==> src/rtl/arith_pkg.sv <==
// Shared arithmetic-library types: state encoding for the sequential divider
// (and the planned sequential multiplier).
package arith_pkg;

  typedef enum logic [1:0] {IDLE, LOAD, CALC, DONE} t_div_state;

endpackage

==> src/rtl/rippleborrowsubtractor.sv <==
// Ripple-borrow subtractor: out_diff = in_a - in_b modulo 2**BITS.
// Callers derive the borrow from the top bit of a widened difference.
module rippleborrowsubtractor #(
  parameter int unsigned BITS = 17
) (
  input  logic [BITS-1:0] in_a,
  input  logic [BITS-1:0] in_b,
  output logic [BITS-1:0] out_diff
);

  logic brw;

  always_comb begin
    brw      = 1'b0;
    out_diff = '0;
    for (int i = 0; i < BITS; i++) begin
      out_diff[i] = in_a[i] ^ in_b[i] ^ brw;
      brw         = (~in_a[i] & in_b[i]) | (~in_a[i] & brw) | (in_b[i] & brw);
    end
  end

endmodule

==> src/rtl/divider_seq_ctrl.sv <==
// Sequential restoring unsigned divider, one quotient bit per clock.
// Optional divide-by-zero short cut and error flag: define DIVIDER_ZERO_CHECK_EN.
module divider_seq_ctrl #(
  parameter int unsigned BITS = 16
) (
  input  logic            in_clk,
  input  logic            in_rst,
  input  logic            in_start,
  input  logic [BITS-1:0] in_dividend,
  input  logic [BITS-1:0] in_divisor,
  output logic            out_busy,
  output logic            out_valid,
  output logic [BITS-1:0] out_quot,
  output logic [BITS-1:0] out_rem,
  output logic            out_err
);
  import arith_pkg::*;

  localparam int unsigned CNT_BITS = $clog2(BITS + 1);

  t_div_state            state_q, state_d;
  logic [BITS-1:0]       dvd_q, dvd_d;
  logic [BITS-1:0]       dsr_q, dsr_d;
  logic [BITS-1:0]       rem_q, rem_d;
  logic [BITS-1:0]       quot_q, quot_d;
  logic [CNT_BITS-1:0]   cnt_q, cnt_d;
  logic [BITS-1:0]       quot_out_q, quot_out_d;
  logic [BITS-1:0]       rem_out_q, rem_out_d;
  logic                  valid_q, valid_d;
  logic                  busy_q, busy_d;
  logic [BITS:0]         trial;
  logic [BITS:0]         diff;

  // The partial remainder stays below the divisor, so BITS bits of it plus the
  // next dividend bit always fit the BITS+1 wide trial value.
  assign trial = {rem_q, dvd_q[BITS-1]};

  rippleborrowsubtractor #(
    .BITS(BITS + 1)
  ) u_sub (
    .in_a    (trial),
    .in_b    ({1'b0, dsr_q}),
    .out_diff(diff)
  );

`ifdef DIVIDER_ZERO_CHECK_EN
  logic err_q, err_d;
  assign out_err = err_q;
`else
  assign out_err = 1'b0;
`endif

  always_comb begin
    state_d    = state_q;
    dvd_d      = dvd_q;
    dsr_d      = dsr_q;
    rem_d      = rem_q;
    quot_d     = quot_q;
    cnt_d      = cnt_q;
    quot_out_d = quot_out_q;
    rem_out_d  = rem_out_q;
    valid_d    = valid_q;
    busy_d     = busy_q;
`ifdef DIVIDER_ZERO_CHECK_EN
    err_d      = err_q;
`endif
    case (state_q)
      IDLE: begin
        if (in_start) begin
          dvd_d   = in_dividend;
          dsr_d   = in_divisor;
          rem_d   = '0;
          quot_d  = '0;
          cnt_d   = CNT_BITS'(BITS);
          valid_d = 1'b0;
          busy_d  = 1'b1;
          state_d = LOAD;
`ifdef DIVIDER_ZERO_CHECK_EN
          err_d   = 1'b0;
`endif
        end
      end
      LOAD: begin
        state_d = CALC;
`ifdef DIVIDER_ZERO_CHECK_EN
        if (dsr_q == '0) begin
          quot_d  = '1;
          rem_d   = dvd_q;
          err_d   = 1'b1;
          busy_d  = 1'b0;
          state_d = DONE;
        end
`endif
      end
      CALC: begin
        dvd_d = {dvd_q[BITS-2:0], 1'b0};
        // Top bit of the widened difference is the borrow of the trial subtraction.
        if (diff[BITS]) begin
          rem_d  = trial[BITS-1:0];
          quot_d = {quot_q[BITS-2:0], 1'b0};
        end else begin
          rem_d  = diff[BITS-1:0];
          quot_d = {quot_q[BITS-2:0], 1'b1};
        end
        cnt_d = cnt_q - CNT_BITS'(1);
        if (cnt_q == CNT_BITS'(1)) begin
          busy_d  = 1'b0;
          state_d = DONE;
        end
      end
      DONE: begin
        quot_out_d = quot_q;
        rem_out_d  = rem_q;
        valid_d    = 1'b1;
        state_d    = IDLE;
      end
      default: state_d = IDLE;
    endcase
  end

  always_ff @(posedge in_clk or negedge in_rst) begin
    if (!in_rst) begin
      state_q    <= IDLE;
      dvd_q      <= '0;
      dsr_q      <= '0;
      rem_q      <= '0;
      quot_q     <= '0;
      cnt_q      <= '0;
      quot_out_q <= '0;
      rem_out_q  <= '0;
      valid_q    <= 1'b0;
      busy_q     <= 1'b0;
`ifdef DIVIDER_ZERO_CHECK_EN
      err_q      <= 1'b0;
`endif
    end else begin
      state_q    <= state_d;
      dvd_q      <= dvd_d;
      dsr_q      <= dsr_d;
      rem_q      <= rem_d;
      quot_q     <= quot_d;
      cnt_q      <= cnt_d;
      quot_out_q <= quot_out_d;
      rem_out_q  <= rem_out_d;
      valid_q    <= valid_d;
      busy_q     <= busy_d;
`ifdef DIVIDER_ZERO_CHECK_EN
      err_q      <= err_d;
`endif
    end
  end

  assign out_busy  = busy_q;
  assign out_valid = valid_q;
  assign out_quot  = quot_out_q;
  assign out_rem   = rem_out_q;

endmodule

==> config.mk <==
export PLATFORM = sky130hd
export DESIGN_NAME = divider_seq_ctrl
export DESIGN_NICKNAME = d
export VERILOG_FILES = /design/src/rtl/arith_pkg.sv /design/src/rtl/rippleborrowsubtractor.sv /design/src/rtl/divider_seq_ctrl.sv
export SDC_FILE = /design/constraint.sdc
export NUM_CORES = 1
export LEC_CHECK = 0
export ABC_AREA = 1
export CAP_MARGIN = 20
export CORE_UTILIZATION = 55
export CTS_CLUSTER_DIAMETER = 60
export DETAILED_ROUTE_END_ITERATION = 16
export PLACE_DENSITY = 0.9
export SLEW_MARGIN = 20
export SYNTH_ARGS = -nofsm -noshare
export SYNTH_HDL_FRONTEND = slang
export SYNTH_SLANG_ARGS = --single-unit
==> constraint.sdc <==
create_clock -name in_clk -period 12.3 [get_ports in_clk]
set_clock_uncertainty 0.1 [all_clocks]
set_input_delay 2.46 -clock in_clk [delete_from_list [all_inputs] [get_ports in_clk]]
set_output_delay 2.46 -clock in_clk [all_outputs]
set_load 0.01 [all_outputs]
# After elaboration in Yosys (flattened, before gate mapping)
# Index checks and enable logic that the tools add are counted.
# W data, S select, Z words.
[classes] add_sub_neg=1 n_eq_ne=6 mux=17 bitwise_logic=124 reduce_logical=8
[ops] cell="$pmux W16 S2" count=3
[ops] cell="$mux W16" count=3
[ops] cell="$and A1 B1 Y1" count=46
[ops] cell="$xor A1 B1 Y1" count=32
[ops] cell="$or A1 B1 Y1" count=30
[ops] cell="$not A1 Y1" count=16
[ops] cell="$pmux W5 S2" count=1
[ops] cell="$pmux W2 S4" count=1
[ops] cell="$reduce_and A2 Y1" count=4
[ops] cell="$eq A5 B1 Y1 const B" count=1
[ops] cell="$mux W5" count=1
[ops] cell="$sub A5 B1 Y5 const B" count=1
[ops] cell="$eq A2 B2 Y1 const B" count=2
[ops] cell="$mux W1" count=4
[ops] cell="$mux W2" count=2
[ops] cell="$ne A2 B2 Y1 const B" count=2
[ops] cell="$pmux W1 S2" count=2
[ops] cell="$reduce_bool A2 Y1" count=2
[ops] cell="$reduce_and A3 Y1" count=1
[ops] cell="$eq A2 B1 Y1 const B" count=1
[ops] cell="$logic_not A2 Y1" count=1
[totals] regBits=105 inputBits=35 output_inout_bits=35 wordCells=166

# Longest topological paths before layout
[depth] word_depth=50 ltp_mapped=26 mapped_depth_nobuf=25

# Modules after synthesis
# Synthesis repeated with hierarchy kept, for this count alone.
[unflattened] cells_unflattened=518 hier_area_um2=4880.9
[by_module_without_submodules] module="divider_seq_ctrl" n_inst=1 cells_each=461 area_each_um2=4410.5 seq_area_each_um2=2627.5
[by_module_without_submodules] module="rippleborrowsubtractor" n_inst=1 cells_each=57 area_each_um2=470.5 seq_area_each_um2=0.0

# Worst setup path after synthesis
# Ideal clock, no wire load.
[synth_timing] kind="register to register" startpoint="register dvd_q[15]" endpoint="register rem_q[10]" setup_ns=0.117 arrival_time_ns=6.596 t_required_ns=12.083 path_slack_ns=5.487 stages_incl_launch_ff=26 n_path_buf=1 period_less_slack_ns=6.813 cell_sequence="dfrtp_1 inv_1 ha_1 inv_1 fa_1 fa_1 fa_1 fa_1 fa_1 fa_1 fa_1 fa_1 fa_1 fa_1 fa_1 fa_1 fa_1 fa_1 inv_1 fa_1 nand2_1 nand2_2 buf_6 nand2_1 nand3_1 nand2_1"
[synth_between] elab_chain_len=50 elab_cells_between_ends=66 classes_between="mux (2); bitwise (64)"
[synth_lines] element="start, declared" line_no="divider_seq_ctrl.sv:22" source="logic [BITS-1:0] dvd_q, dvd_d;"
[synth_lines] element="start signal, assigned" line_no="divider_seq_ctrl.sv:138" source="dvd_q <= dvd_d;"
[synth_lines] element="$not A1 Y1 *"
[synth_lines] element="$and A1 B1 Y1 *" line_no="rippleborrowsubtractor.sv:18" source="brw = (~in_a[i] & in_b[i]) | (~in_a[i] & brw) | (in_b[i] & brw);"
[synth_lines] element="$and A1 B1 Y1" line_no="rippleborrowsubtractor.sv:18"
[synth_lines] element="$or A1 B1 Y1" line_no="rippleborrowsubtractor.sv:18"
[synth_lines] element="$or A1 B1 Y1 *" line_no="rippleborrowsubtractor.sv:18"
[synth_lines] element="$and A1 B1 Y1" line_no="rippleborrowsubtractor.sv:18"
[synth_lines] element="$or A1 B1 Y1" line_no="rippleborrowsubtractor.sv:18"
[synth_lines] element="$or A1 B1 Y1 *" line_no="rippleborrowsubtractor.sv:18"
[synth_lines] element="[... 31 more ...]"
[synth_lines] element="$or A1 B1 Y1 (2 in a row)" line_no="rippleborrowsubtractor.sv:18"
[synth_lines] element="$and A1 B1 Y1" line_no="rippleborrowsubtractor.sv:18"
[synth_lines] element="$or A1 B1 Y1 (2 in a row)" line_no="rippleborrowsubtractor.sv:18"
[synth_lines] element="$and A1 B1 Y1" line_no="rippleborrowsubtractor.sv:18"
[synth_lines] element="$or A1 B1 Y1 (2 in a row)" line_no="rippleborrowsubtractor.sv:18"
[synth_lines] element="$xor A1 B1 Y1" line_no="rippleborrowsubtractor.sv:17" source="out_diff[i] = in_a[i] ^ in_b[i] ^ brw;"
[synth_lines] element="$mux W16 *" line_no="divider_seq_ctrl.sv:98" source="if (diff[BITS]) begin"
[synth_lines] element="$pmux W16 S2 *" line_no="divider_seq_ctrl.sv:67" source="case (state_q)"
[synth_lines] element="end signal, assigned" line_no="divider_seq_ctrl.sv:140" source="rem_q <= rem_d;"
[synth_lines] element="end, declared" line_no="divider_seq_ctrl.sv:24" source="logic [BITS-1:0] rem_q, rem_d;"
# Mark *: on every way between the ends. The rest lies on a longest branch, timed or not.
# A chain may end at the register's enable or synchronous reset.

# Worst setup path in the final report
[layout_timing] startpoint="register dvd_q[15]" endpoint="register rem_q[6]"
[layout_between] elab_chain_len=50 elab_cells_between_ends=66 classes_between="mux (2); bitwise (64)"
[layout_lines] element="$not A1 Y1 *"
[layout_lines] element="$and A1 B1 Y1 *" line_no="rippleborrowsubtractor.sv:18"
[layout_lines] element="$and A1 B1 Y1" line_no="rippleborrowsubtractor.sv:18"
[layout_lines] element="$or A1 B1 Y1" line_no="rippleborrowsubtractor.sv:18"
[layout_lines] element="$or A1 B1 Y1 *" line_no="rippleborrowsubtractor.sv:18"
[layout_lines] element="$and A1 B1 Y1" line_no="rippleborrowsubtractor.sv:18"
[layout_lines] element="$or A1 B1 Y1" line_no="rippleborrowsubtractor.sv:18"
[layout_lines] element="$or A1 B1 Y1 *" line_no="rippleborrowsubtractor.sv:18"
[layout_lines] element="[... 31 more ...]"
[layout_lines] element="$or A1 B1 Y1 (2 in a row)" line_no="rippleborrowsubtractor.sv:18"
[layout_lines] element="$and A1 B1 Y1" line_no="rippleborrowsubtractor.sv:18"
[layout_lines] element="$or A1 B1 Y1 (2 in a row)" line_no="rippleborrowsubtractor.sv:18"
[layout_lines] element="$and A1 B1 Y1" line_no="rippleborrowsubtractor.sv:18"
[layout_lines] element="$or A1 B1 Y1 (2 in a row)" line_no="rippleborrowsubtractor.sv:18"
[layout_lines] element="$xor A1 B1 Y1" line_no="rippleborrowsubtractor.sv:17"
[layout_lines] element="$mux W16 *" line_no="divider_seq_ctrl.sv:98"
[layout_lines] element="$pmux W16 S2 *" line_no="divider_seq_ctrl.sv:67"
# Marked as above.

==> flow_summary.yaml <==
outcome:
  run_status: "finished clean"
die:
  boundaryPins: 70
  dieArea_um2: 9150
  die_x_um: 95.7
  start_util_pct: 57.9
  die_h_um: 95.7
  fp-row-count: 33
  core_area_um2: 8340
place:
  numPortBuffers: 68
  dp_hpwl_um: 6480
  dp_cells: 681
  gp_congestion: 0.844
synth:
  synth.cell_area_um2: 4830
  synth_fp_nets: 587
  ys_ff_latch: 105
  ys_seq_area_share_pct: 54.4
  synth_cells: 531
  syn_avg_cell_area_um2: 9.09
  synth_cell_types: 23
  yosysWarnings: 0
clocking:
  clk_pin_slew_ns: 0.10
  cts.repair.resized: 0
  postCtsHoldBufs: 0
  cts.htree.levels: 3
  clock_path_buffers: 2
  postCtsSetupBuffers: 0
  clk_latency_ns: 0.36
  cts_root_buf: "clkbuf_8"
  cts.sink_count: 105
  cts_tree: "built"
  cts-buffers-inserted: 9
timing:
  post-route-period-util_pct: 59.8
  finalHoldViolCount: 0
  fmax_mhz: 136
  slew_viol_final: 0
  fin_tns_setup_ns: 0
  worst_pin_slew_ns: 0.849
  rsz0062_at_grt: "no"
  max-slew-margin-rel_pct: 43.4
  fin_crit_ns: 7.35
  setup_viol: 0
cells_and_area:
  multiInputGateArea_um2: 1700
  final_common_cell: "nand2_1"
  fill_cells: 652
  layout.nets: 643
  syn2layout_area_growth_pct: 18.1
  stdcell_count: 696
  final_cell_mix: "nand2_1, dfrtp_1, inv_1"
  regArea_um2: 2630
  drive_gt1_share_pct: 5.08
  diodes: 0
setup_path:
  slowest_stage: "fa_1"
  cpPeakStageDelay_ns: 0.42
  arrival_ns: 7.51
  critPathRequiredTime_ns: 12.46
  startpoint_type: "register"
  crit_type: "reg2reg"
  r2r_start: "dvd_q[15]"
  crit_path_end_kind: "register"
  crit_path_cell_trace: "inv_1, ha_1, inv_1, fa_1, fa_1, fa_1, fa_1, fa_1, fa_1, fa_1, fa_1, fa_1, fa_1, fa_1, fa_1, fa_1, fa_1, inv_1, fa_1, nand2_1, nand2_2, nand2_1, nand3_1, nand2_1"
  reg2reg_slack_ns: 4.95
  cp_max_fo: 17
  cpMostUsedCell: "fa_1"
  crit_family: "adder cells"
  crit_start: "dvd_q[15]"
  critPathBufInv: 3
global_route:
  grt_use_total_pct: 22.8
  antenna_found_initial: 0
  grt_max_degree: 69
  overflow: 0
  grt_pass1_wl_um: 15700
  grt_pass1_vias: 3501
routing:
  route.detailed.drc: 0
  routedWlPerCell_um: 13.5
  antenna_left: 0
  via_per_inst: 5.16
  vias: 3592
  drt_iter0_drc: 150
  firstDrtPassIters: 4
  routed_wl_um: 9380
hold_path:
  hold_path_class: "reg2reg"
  hold_start: "out_busy"
power_and_ir_drop:
  leakage_uw: 0.00278
  ir_worst_vdd_mv: 0.110
  p_per_area_nw_per_um2: 261
flow_run:
  max_cap_viol_count: 0
-- synth_stat cells, drive strengths merged --
| library cell | number | area (um2) |
|---|---|---|
| nand2 | 164 | 643 |
| dfrtp | 105 | 2630 |
| inv | 89 | 334 |
| o21ai | 64 | 320 |
| nand3 | 22 | 110 |
| buf | 20 | 143 |
| o22ai | 16 | 100 |
| fa | 15 | 300 |
| o211ai | 14 | 105 |
| ha | 6 | 75.1 |
| clkbuf | 5 | 18.8 |
| nor2 | 5 | 18.8 |
| a21oi | 2 | 10.0 |
| clkinv | 1 | 3.75 |
| conb | 1 | 3.75 |
| nand4 | 1 | 6.26 |
| or2 | 1 | 6.26 |
-- metal layers --
| layer | up-vias | GRT usage, % | share of wire [%] |
|---|---|---|---|
| met2 | 95 | 36.8 | 50 |
| li1 | 1759 | - | - |
| met3 | 11 | 4.55 | 3.8 |
| met1 | 1727 | 30.6 | 45 |
| met4 | 0 | 8.46 | 1.4 |
| met5 | - | 0 | 0 |
-- area by class of cell --
type,count,share of cell area [%]
multi-input cells,311,29.9
inverters,90,5.93
flip-flops and latches,105,46.1
clock buffers,9,2.17
well taps,105,2.31
repair buffers,70,12.2
clock inverters,6,1.47
-- metrics by stage --
step | util [%] | total power, uW | area, um2 | setup slack [ns] | hold slack [ns]
after detailed placement | 65.8 | 1260 | 5490 | 5.07 | 0.358
final | 68.3 | 1490 | 5700 | 4.95 | 0.376
after floorplan | - | 1070 | 4830 | 5.49 | 0.349
after global placement | 65.8 | 1200 | 5490 | 5.25 | 0.358
after CTS | 68.3 | 1490 | 5700 | 5.02 | 0.382
after global routing | 68.3 | 1630 | 5700 | 4.69 | 0.420
-- worst paths after layout --
check | end | cells after the start
setup / recovery | rem_q[6] | 24
hold / removal | out_busy | 2
setup reg to reg | rem_q[6] | 24
hold reg to reg | out_busy | 2
max in group asynchronous | cnt_q[3] | 2
min in group asynchronous | out_rem[12] | 1
-- flip-flops by register name, indices dropped and copies added (netlist names) --
signal     cells
dsr_q         16
dvd_q         16
out_quot      16
out_rem       16
quot_q        16
rem_q         16
cnt_q          5
state_q        2
out_busy       1
out_valid      1
-- tightest hold or removal path, cell delays in order (launching register included) --
cell,delay [ns]
dfrtp_1,0.35
nand2_1,0.05
nand2_1,0.04
-- logic make-up after synthesis --
| kind of cell | count (synthesis) | share of synthesized area, % |
|---|---|---|
| other | 1 | 0.0777 |
| flip-flops | 105 | 54.4 |
| adder cells (fa/ha/maj) | 21 | 7.78 |
| AND/OR/NAND/NOR | 193 | 16.3 |
| AO/OA/AOI/OAI | 96 | 11.1 |
| buffers and inverters | 115 | 10.3 |
-- report_power, final --
| part | switching [uW] | total, uW | internal, uW |
|---|---|---|---|
| Clock | 114 | 227 | 113 |
| Sequential | 67.8 | 542 | 475 |
| Combinational | 448 | 719 | 271 |
| Total | 630 | 1490 | 859 |
Note: power is estimated with default switching activity, not from simulation.
